==> src/rtl/adc_frame_gearbox.sv <==
// rtl/adc_frame_gearbox.sv - multi-lane serial-ADC gearbox: FCO frame lock, phase tracking, sample extraction
module adc_frame_gearbox #(
  parameter int NUM_CH     = 4,
  parameter int SER_W      = 8,
  parameter int SAMPLE_W   = 12,
  parameter int LOCK_COUNT = 4,
  parameter int ERR_LIMIT  = 2
) (
  input  logic                         dco_div4,
  input  logic                         rstn,
  input  logic [SER_W-1:0]             fco_word,
  input  logic [NUM_CH*SER_W-1:0]      data_in,
  input  logic                         realign,
  output logic [NUM_CH*SAMPLE_W-1:0]   data_out,
  output logic                         data_valid_out,
  output logic                         locked,
  output logic [$clog2(SER_W)-1:0]     offset,
  output logic [15:0]                  err_cnt
);

  localparam int SR_W   = SAMPLE_W + SER_W;
  localparam int OFF_W  = $clog2(SER_W);
  localparam int D_W    = $clog2(SR_W);
  localparam int GOOD_W = $clog2(LOCK_COUNT + 1);
  localparam int BAD_W  = $clog2(ERR_LIMIT + 1);

  localparam logic [SAMPLE_W-1:0] FRAME_PAT = {{(SAMPLE_W/2){1'b1}}, {(SAMPLE_W/2){1'b0}}};
  localparam logic [D_W-1:0]      SER_D     = D_W'(SER_W);
  localparam logic [D_W-1:0]      SAMPLE_D  = D_W'(SAMPLE_W);
  localparam logic [GOOD_W-1:0]   GOOD_LAST = GOOD_W'(LOCK_COUNT - 1);
  localparam logic [BAD_W-1:0]    BAD_LAST  = BAD_W'(ERR_LIMIT - 1);

  typedef enum logic [1:0] {
    ST_SEARCH,
    ST_VERIFY,
    ST_LOCKED
  } state_t;

  state_t                      state;
  logic [SR_W-1:0]             fco_sr;
  logic [SR_W-1:0]             data_sr [NUM_CH];
  logic [D_W-1:0]              d;
  logic [GOOD_W-1:0]           good;
  logic [BAD_W-1:0]            bad;

  logic [SER_W-1:0]            match_vec;
  logic                        search_hit;
  logic [OFF_W-1:0]            search_k;
  logic [D_W-1:0]              d_sum;
  logic [D_W-1:0]              d_red;
  logic [D_W-1:0]              d_next;
  logic                        frame_due;
  logic [OFF_W-1:0]            pred_k;
  logic                        pred_ok;
  logic [NUM_CH*SAMPLE_W-1:0]  pred_data;

  // One comparator per candidate offset; shared by the search scan and the predicted check.
  always_comb begin
    match_vec = '0;
    for (int k = 0; k < SER_W; k++) begin
      match_vec[k] = (fco_sr[k +: SAMPLE_W] == FRAME_PAT);
    end
  end

  always_comb begin
    search_hit = |match_vec;
    search_k   = '0;
    for (int k = SER_W - 1; k >= 0; k--) begin
      if (match_vec[k]) begin
        search_k = OFF_W'(k);
      end
    end
  end

  // d tracks where the next frame boundary will sit once enough new bits have arrived.
  always_comb begin
    d_sum     = d + SER_D;
    frame_due = (d_sum >= SAMPLE_D);
    d_red     = d_sum - SAMPLE_D;
    d_next    = frame_due ? d_red : d_sum;
    pred_k    = d_red[OFF_W-1:0];
    pred_ok   = match_vec[pred_k];
  end

  always_comb begin
    pred_data = '0;
    for (int c = 0; c < NUM_CH; c++) begin
      pred_data[c*SAMPLE_W +: SAMPLE_W] = data_sr[c][pred_k +: SAMPLE_W];
    end
  end

  always_ff @(posedge dco_div4 or negedge rstn) begin
    if (!rstn) begin
      state          <= ST_SEARCH;
      fco_sr         <= '0;
      for (int c = 0; c < NUM_CH; c++) begin
        data_sr[c] <= '0;
      end
      d              <= '0;
      good           <= '0;
      bad            <= '0;
      data_out       <= '0;
      data_valid_out <= 1'b0;
      locked         <= 1'b0;
      offset         <= '0;
      err_cnt        <= '0;
    end else begin
      fco_sr <= {fco_sr[SR_W-SER_W-1:0], fco_word};
      for (int c = 0; c < NUM_CH; c++) begin
        data_sr[c] <= {data_sr[c][SR_W-SER_W-1:0], data_in[c*SER_W +: SER_W]};
      end
      data_valid_out <= 1'b0;

      if (realign) begin
        state   <= ST_SEARCH;
        locked  <= 1'b0;
        err_cnt <= '0;
        d       <= '0;
        good    <= '0;
        bad     <= '0;
      end else begin
        case (state)
          ST_SEARCH: begin
            if (search_hit) begin
              d     <= {{(D_W-OFF_W){1'b0}}, search_k};
              good  <= '0;
              state <= ST_VERIFY;
            end
          end

          ST_VERIFY: begin
            d <= d_next;
            if (frame_due) begin
              if (pred_ok) begin
                if (good == GOOD_LAST) begin
                  state  <= ST_LOCKED;
                  locked <= 1'b1;
                  bad    <= '0;
                end else begin
                  good <= good + 1'b1;
                end
              end else begin
                state <= ST_SEARCH;
              end
            end
          end

          ST_LOCKED: begin
            d <= d_next;
            if (frame_due) begin
              if (pred_ok) begin
                data_out       <= pred_data;
                offset         <= pred_k;
                data_valid_out <= 1'b1;
                bad            <= '0;
              end else begin
                if (err_cnt != 16'hFFFF) begin
                  err_cnt <= err_cnt + 16'd1;
                end
                if (bad == BAD_LAST) begin
                  state  <= ST_SEARCH;
                  locked <= 1'b0;
                  bad    <= '0;
                end else begin
                  bad <= bad + 1'b1;
                end
              end
            end
          end

          default: begin
            state  <= ST_SEARCH;
            locked <= 1'b0;
          end
        endcase
      end
    end
  end

endmodule

==> config.mk <==
export PLATFORM = sky130hd
export DESIGN_NAME = adc_frame_gearbox
export DESIGN_NICKNAME = d
export VERILOG_FILES = /design/src/rtl/adc_frame_gearbox.sv
export SDC_FILE = /design/constraint.sdc
export NUM_CORES = 1
export LEC_CHECK = 0
export CAP_MARGIN = 20
export CORE_AREA = 2 2 172 174
export DETAILED_ROUTE_END_ITERATION = 12
export DIE_AREA = 0 0 174 176
export GPL_TIMING_DRIVEN = 1
export PLACE_DENSITY = 0.56
export SYNTH_ARGS = -nofsm -noshare
export SYNTH_HDL_FRONTEND = slang
export SYNTH_SLANG_ARGS = --single-unit
==> constraint.sdc <==
create_clock -name dco_div4 -period 3.3 [get_ports dco_div4]
set_input_delay 0.66 -clock dco_div4 [delete_from_list [all_inputs] [get_ports dco_div4]]
set_output_delay 0.66 -clock dco_div4 [all_outputs]
set_load 0.03 [all_outputs]
==> flow_summary.toml <==
[floorplanning]
start_util_pct = 29.9
die_y_microns = 176
rows = 62
io-pin-count = 112
dieArea_sq_mm = 0.0306
die_width_microns = 174
design.core.area_sq_mm = 0.0285

[timing]
rsz0062_at_grt = "false"
holdWs_ns = 0.205
worstMarginPinSlew_ns = 0.964
max_slew_margin_pct = 35.7
period_share_pct = 81.3
setup_viol = 0
skew_ns = 0.0108
fin_ws_ns = 0.616
fin_setup_tns_ns = 0
slew_violations = 0
final_hold_viol_count = 0
fin_crit_ns = 2.68
fmax_mhz = 373

[synthesis]
synth-edff-count = 0
ys_async_sr_fraction_pct = 100
ys.flop_type = "dfrtp_1"
synth_area_per_cell_sq_um = 11.4
yosys.area.top_type = "dfrtp_1"
syn_area_sq_mm = 0.00852
ys_seq_area_share_pct = 51.7
synth_warnings = 0
syn_inst = 749
synthTopCellsByArea = "dfrtp_1, mux2_2, mux2i_1, mux2_1, nor2_1"
yosysUniqueCellTypes = 59
syn-num-nets = 800
synth_top_area_share_pct = 51.7
synth-seq-cells = 176

[critical_path]
cp_slowest_cell = "dfrtp_1"
cp_data_arrival_time_ns = 2.99
endpoint_kind = "flip-flop"
critPathRequiredTime_ns = 3.60
crit_type = "flip-flop to flip-flop"
path_cells = "nor2b_1 > nand4_1 > a32oi_1 > o311a_1 > and3_2 > buf_12 > mux2_1"
max_stage_delay_ns = 0.44
crit_buf_inv = 1
rrSetupSlack_ns = 0.62
crit_fanout = 22
start_kind = "flip-flop"
crit_family = "simple AND/OR/NAND/NOR gates"

[clock_tree]
worstSkewPairLatency_ns = 0.43
cts_setup_buffers = 0
cts_buffer_depth = 2
numCtsBuffers = 17
holdBufCountCts = 0
cts_resized = 0
clkTransAtPathRegs_ns = 0.07
cts-root-buf = "clkbuf_16"
htree_levels = 4
cts_tree = "yes"
clock-sinks = 176

[placed_design]
dpl_cell_area_sq_mm = 0.0101
dp.final_hpwl_microns = 14100
place_inst = 1215
gp_congestion = 0.806
port_buffers = 111
place_ws_ns = 0.629

[route]
drt-initial-drc-count = 313
wl_per_cell_microns = 15.8
via_count = 5976
drt_pass1_iterations = 4
drc_errors = 0
drtAntennaViolNets = 0
routed_wl_microns = 19800
viasPerCell = 4.78

[finish]
seq_area_sq_mm = 0.00441
nets = 901
fin_cells = 1249
final_util_pct = 37.4
multi_input_area_sq_mm = 0.00380
fill_cells = 2886
final_common_cell = "dfrtp_1"
drive_gt1_share_pct = 14.0
area_growth_pct = 25.3
final_cell_mix = "dfrtp_1, clkdlybuf4s50_1, nor2_1, mux2i_1, nand2_1"
fin_area_sq_mm = 0.0107

[global_route]
gr-total-overflow = 0
grt_max_degree = 73
grt_pass1_vias = 6124
antenna_found_initial = 2
grt_pass1_wl_microns = 32700
grt_usage_pct = 13.3

[power]
power_leakage_nw = 4.46
power.total_mw = 5.19
ir_worst_vdd_uv = 286
power_density_mw_per_mm2 = 486

[outcome]
status = "finished, final reports clean"

[worst_hold_path]
hold_class = "input port to asynchronous set/reset pin"

[run]
maxCapViolCount = 0
-- per-layer routing --
layer / global-route usage, % / wire length (microns) / vias to the layer above
met3: 2.69 / 677 / 27
met1: 17.9 / 9360 / 2918
met4: 5.71 / 486 / 0
met5: 0 / 0 / -
met2: 21.1 / 9270 / 119
li1: - / - / 2912
-- worst paths after layout --
path	startpoint	end	cells past startpoint
worst max-delay path	fco_sr[6]	data_out[25]	7
worst min-delay path	rstn	fco_sr[2]	1
worst max register to register	fco_sr[6]	data_out[25]	7
worst min register to register	data_sr[0]	data_sr[8]	0
max in group asynchronous	rstn	err_cnt[10]	2
min in group dco_div4	data_sr[0]	data_sr[8]	0
-- worst register-to-register path, cell delays in order (launching register included) --
cell	delay, ns
dfrtp_1	0.44
nor2b_1	0.37
nand4_1	0.23
a32oi_1	0.31
o311a_1	0.23
and3_2	0.40
buf_12	0.23
mux2_1	0.35
-- where the power goes --
group          internal (mW)  switching (mW)
registers               2.23          0.0493
clock network           1.23           0.880
logic                  0.315           0.488
-- Yosys cell counts (2+ instances only) --
cell and n:
dfrtp_1 176, nor2_1 63, mux2i_1 53, nand2_1 52, mux2_2 51, a21oi_1 46, mux2_1 45, o21ai_0 27
clkbuf_1 24, inv_1 18, nor2b_1 16, or3_1 13, nand4_1 12, o31ai_1 11, or4_1 11, buf_1 10
nor3_1 10, mux4_2 9, nand3_1 9, buf_6 8, ha_1 8, nand2b_1 7, buf_2 6, o211ai_1 6
and3_1 4, a211oi_1 3, a21o_1 3, and4b_1 3, nor4bb_1 3, o21a_1 3, a311o_1 2, a31oi_1 2
a32o_1 2, a32oi_1 2, and4bb_2 2, nand4b_1 2, nor4_1 2, o22ai_1 2, o41ai_1 2, or2_1 2
-- cell families (layout without fill, tap and decap cells) --
family / count (synthesis) / count (layout) / share of synthesized area, %
fa+ha+maj: 8 / 8 / 1.17
buf+inv: 67 / 181 / 3.79
xor+xnor: 1 / 1 / 0.103
other cells: 0 / 2 / 0
simple gates: 218 / 218 / 13.2
mux: 158 / 158 / 21.3
flops: 176 / 176 / 51.7
compound gates: 121 / 121 / 8.78
-- final cells by class --
class	instances	area share, %
Clock buffer	19	4.15
Inverter	18	0.633
Multi-Input combinational cell	506	35.6
Timing Repair Buffer	131	12.2
Sequential cell	176	41.3
Tap cell	384	4.50
Clock inverter	13	1.62
Antenna cell	2	0.0469
-- registers in the layout, summed over array words and instances (netlist names) --
register / cells
d: 5
good: 3
offset: 3
locked: 1
data_valid_out: 1
err_cnt: 16
data_out: 48
data_sr: 76
state: 2
bad: 2
fco_sr: 19
Note: power is estimated with default switching activity, not from simulation.
==> RTL edit: new RTL, same settings <==
`fco_sr` no longer has a reset.
--- a/src/rtl/adc_frame_gearbox.sv
+++ b/src/rtl/adc_frame_gearbox.sv
@@ -92,7 +92,6 @@
   always_ff @(posedge dco_div4 or negedge rstn) begin
     if (!rstn) begin
       state          <= ST_SEARCH;
-      fco_sr         <= '0;
       for (int c = 0; c < NUM_CH; c++) begin
         data_sr[c] <= '0;
       end
@@ -105,7 +104,6 @@
       offset         <= '0;
       err_cnt        <= '0;
     end else begin
-      fco_sr <= {fco_sr[SR_W-SER_W-1:0], fco_word};
       for (int c = 0; c < NUM_CH; c++) begin
         data_sr[c] <= {data_sr[c][SR_W-SER_W-1:0], data_in[c*SER_W +: SER_W]};
       end
@@ -177,5 +175,9 @@
     end
   end
 
+  always_ff @(posedge dco_div4) begin
+    fco_sr <= {fco_sr[SR_W-SER_W-1:0], fco_word};
+  end
+
 endmodule
 
Formal check against the unedited RTL: not equivalent (a bounded check fails within 10 cycles, from zero or initial values and one cycle with rstn low).
==> RTL edit against the unedited design <==
  * Total power fell by 2.3%
  * Area after synthesis fell by 1.1%
  * Fmax rose by 4.5%
  * Sequential share of layout area fell by 0.24 points
  * Cell area fell by 1.6%
  * Combinational power fell by 1%
  * Die area did not move
  * Routed wire length fell by 2.1%
  * Sequential cell count did not move
  * Utilization fell by 0.60 points
  * Setup slack improved by 0.12 ns
==> RTL edit: results (changes against the unedited design) <==
[status]
outcome = finished, final reports clean

[clock_network]
htreeDepth = 4  ; unchanged
ctsResizeCount = 0  ; unchanged
clock_latency_ns = 0.43  ; about the same
root_buffer = clkbuf_16
cts_buffer_depth = 2  ; unchanged
clkTransAtPathRegs_ns = 0.07  ; about the same
cts_buffers = 17  ; unchanged

[global_route]
grtUsageMet1_pct = 17.17  ; -0.69 points
antenna_found_initial = 0  ; -2
grt_pass1_vias = 5962  ; -2.6%
grt_util_all_layers_pct = 13.07  ; -0.27 points
met3_usage_pct = 2.606  ; -0.086 points
grt_max_degree = 72  ; -1.4%
met2_usage_pct = 21.68  ; +0.60 points
grt_pass1_wl_mm = 31.84  ; -2.6%

[synth]
yosys_warnings = 0  ; unchanged
ys_seq_area_share_pct = 51.12  ; -0.55 points
synth_cell_types = 60  ; +1.7%
synth_nets = 800  ; unchanged
synthFlopType = dfrtp_1
async_flop_share_pct = 89.20  ; -11 points
syn_inst = 749  ; unchanged
synth_area_leaders = dfrtp_1 (47%), mux2_2 (6.8%), mux2i_1 (6.3%)
synth.top_cells.by_count = dfrtp_1 (157), nor2_1 (63), mux2i_1 (53), nand2_1 (52), mux2_2 (51)

[layout]
fin_nets = 895  ; -0.67%
n_antenna_cell = 0  ; -2
fillCellCount = 2896  ; +0.35%
largestRegisters = data_sr: 76 flops, data_out: 48 flops, fco_sr: 19 flops
drive_gt1_share_pct = 13.42  ; -0.60 points

[placement]
placed_area_um2 = 9930  ; -1.3%
io_buffers = 111  ; unchanged
gp_congestion = 0.8391  ; +4.1%
place_hpwl_mm = 13.38  ; -5.2%

[setup_path]
worstReg2RegStart = d[1]
startpoint = d[1]
path_max_fanout = 36  ; +64%
arrival_ns = 2.88  ; -0.11 ns

[power]
p_leak_nw = 4.367  ; -2.1%
ir_drop_mv = 0.2406  ; -16%

[timing]
worst_slew_pin_slew_ns = 0.6941  ; -0.2704 ns
clock_skew_ns = 0.01465  ; +0.003806 ns

[hold_path]
hold_class = in -> async

[routing]
drt_iter0_markers = 345  ; +10%
wl_per_cell_um = 15.62  ; -1.4%
vias_per_cell = 4.712  ; -1.5%
dr.pass1.iters = 4  ; unchanged

## RTL edit: cells by family (layout without fill, tap and decap cells)
group                      after synthesis  count (layout)  synth area share [%]
and+or+nand+nor                        218             218                 13.36
DFF                                    176             176                 51.12
adders and majority gates                8               8                 1.188
AOI/OAI and AO/OA                      121             121                 8.877
buffers and inverters                   67             175                 3.830
muxes                                  158             158                 21.52
xor gates and xnor gates                 1               1                0.1039
## RTL edit: power by group
group	leakage [nW]	internal, mW	switching, mW
combinational	1.94	0.313	0.478
clock	0.284	1.14	0.857
sequential	2.14	2.23	0.0562
## RTL edit: critical path: stages, from the launching register on
cell and delay (ns):
dfrtp_4 0.50, mux2_2 0.35, a32o_1 0.28, o311a_1 0.31
buf_4 0.25, nor4b_2 0.40, mux2_2 0.37
## RTL edit: per-layer routing
metal  vias up  part of all wire [%]  wire length (µm)
li1       2901                     -                 -
met1      2831                    47              9100
met2       101                    48              9288
met3        14                   3.7               710
met4         0                   1.5               286
met5         -                     0                 0
## RTL edit: cell type report
class	count	area, µm²	share of cell area (%)
tap	384	480.5	4.573
clock inverter	13	135.1	1.286
timing repair buffer	125	1267	12.06
multi-input combinational	506	3799	36.15
sequential	176	4315	41.07
inverter	18	67.56	0.6430
clock buffer	19	442.9	4.215
## RTL edit: through the flow
stage | power, mW | instances | utilization, % | hold WS, ns | setup slack [ns]
5_1_grt | 5.356 | 1241 | 36.81 | 0.3045 | 0.5142
4_1_cts | 5.143 | 1241 | 36.81 | 0.2820 | 0.7270
2_1_floorplan | 2.851 | 749 | - | 0.3236 | 1.004
3_5_place_dp | 3.124 | 1209 | 34.78 | 0.3543 | 0.5367
3_3_place_gp | 3.122 | 1209 | 34.78 | 0.3491 | 0.5973
6_report | 5.075 | 1241 | 36.81 | 0.2365 | 0.7319
## RTL edit: path summary, 6_finish.rpt
path / depth (start not counted) / end / slack, ns
max: 6 / err_cnt[0] / 0.73
min: 1 / locked / 0.24
max reg2reg: 6 / err_cnt[0] / 0.73
min reg2reg: 0 / fco_sr[12] / 0.36
max in group asynchronous: 2 / data_sr[2] / 2.13
min in group dco_div4: 0 / fco_sr[12] / 0.36
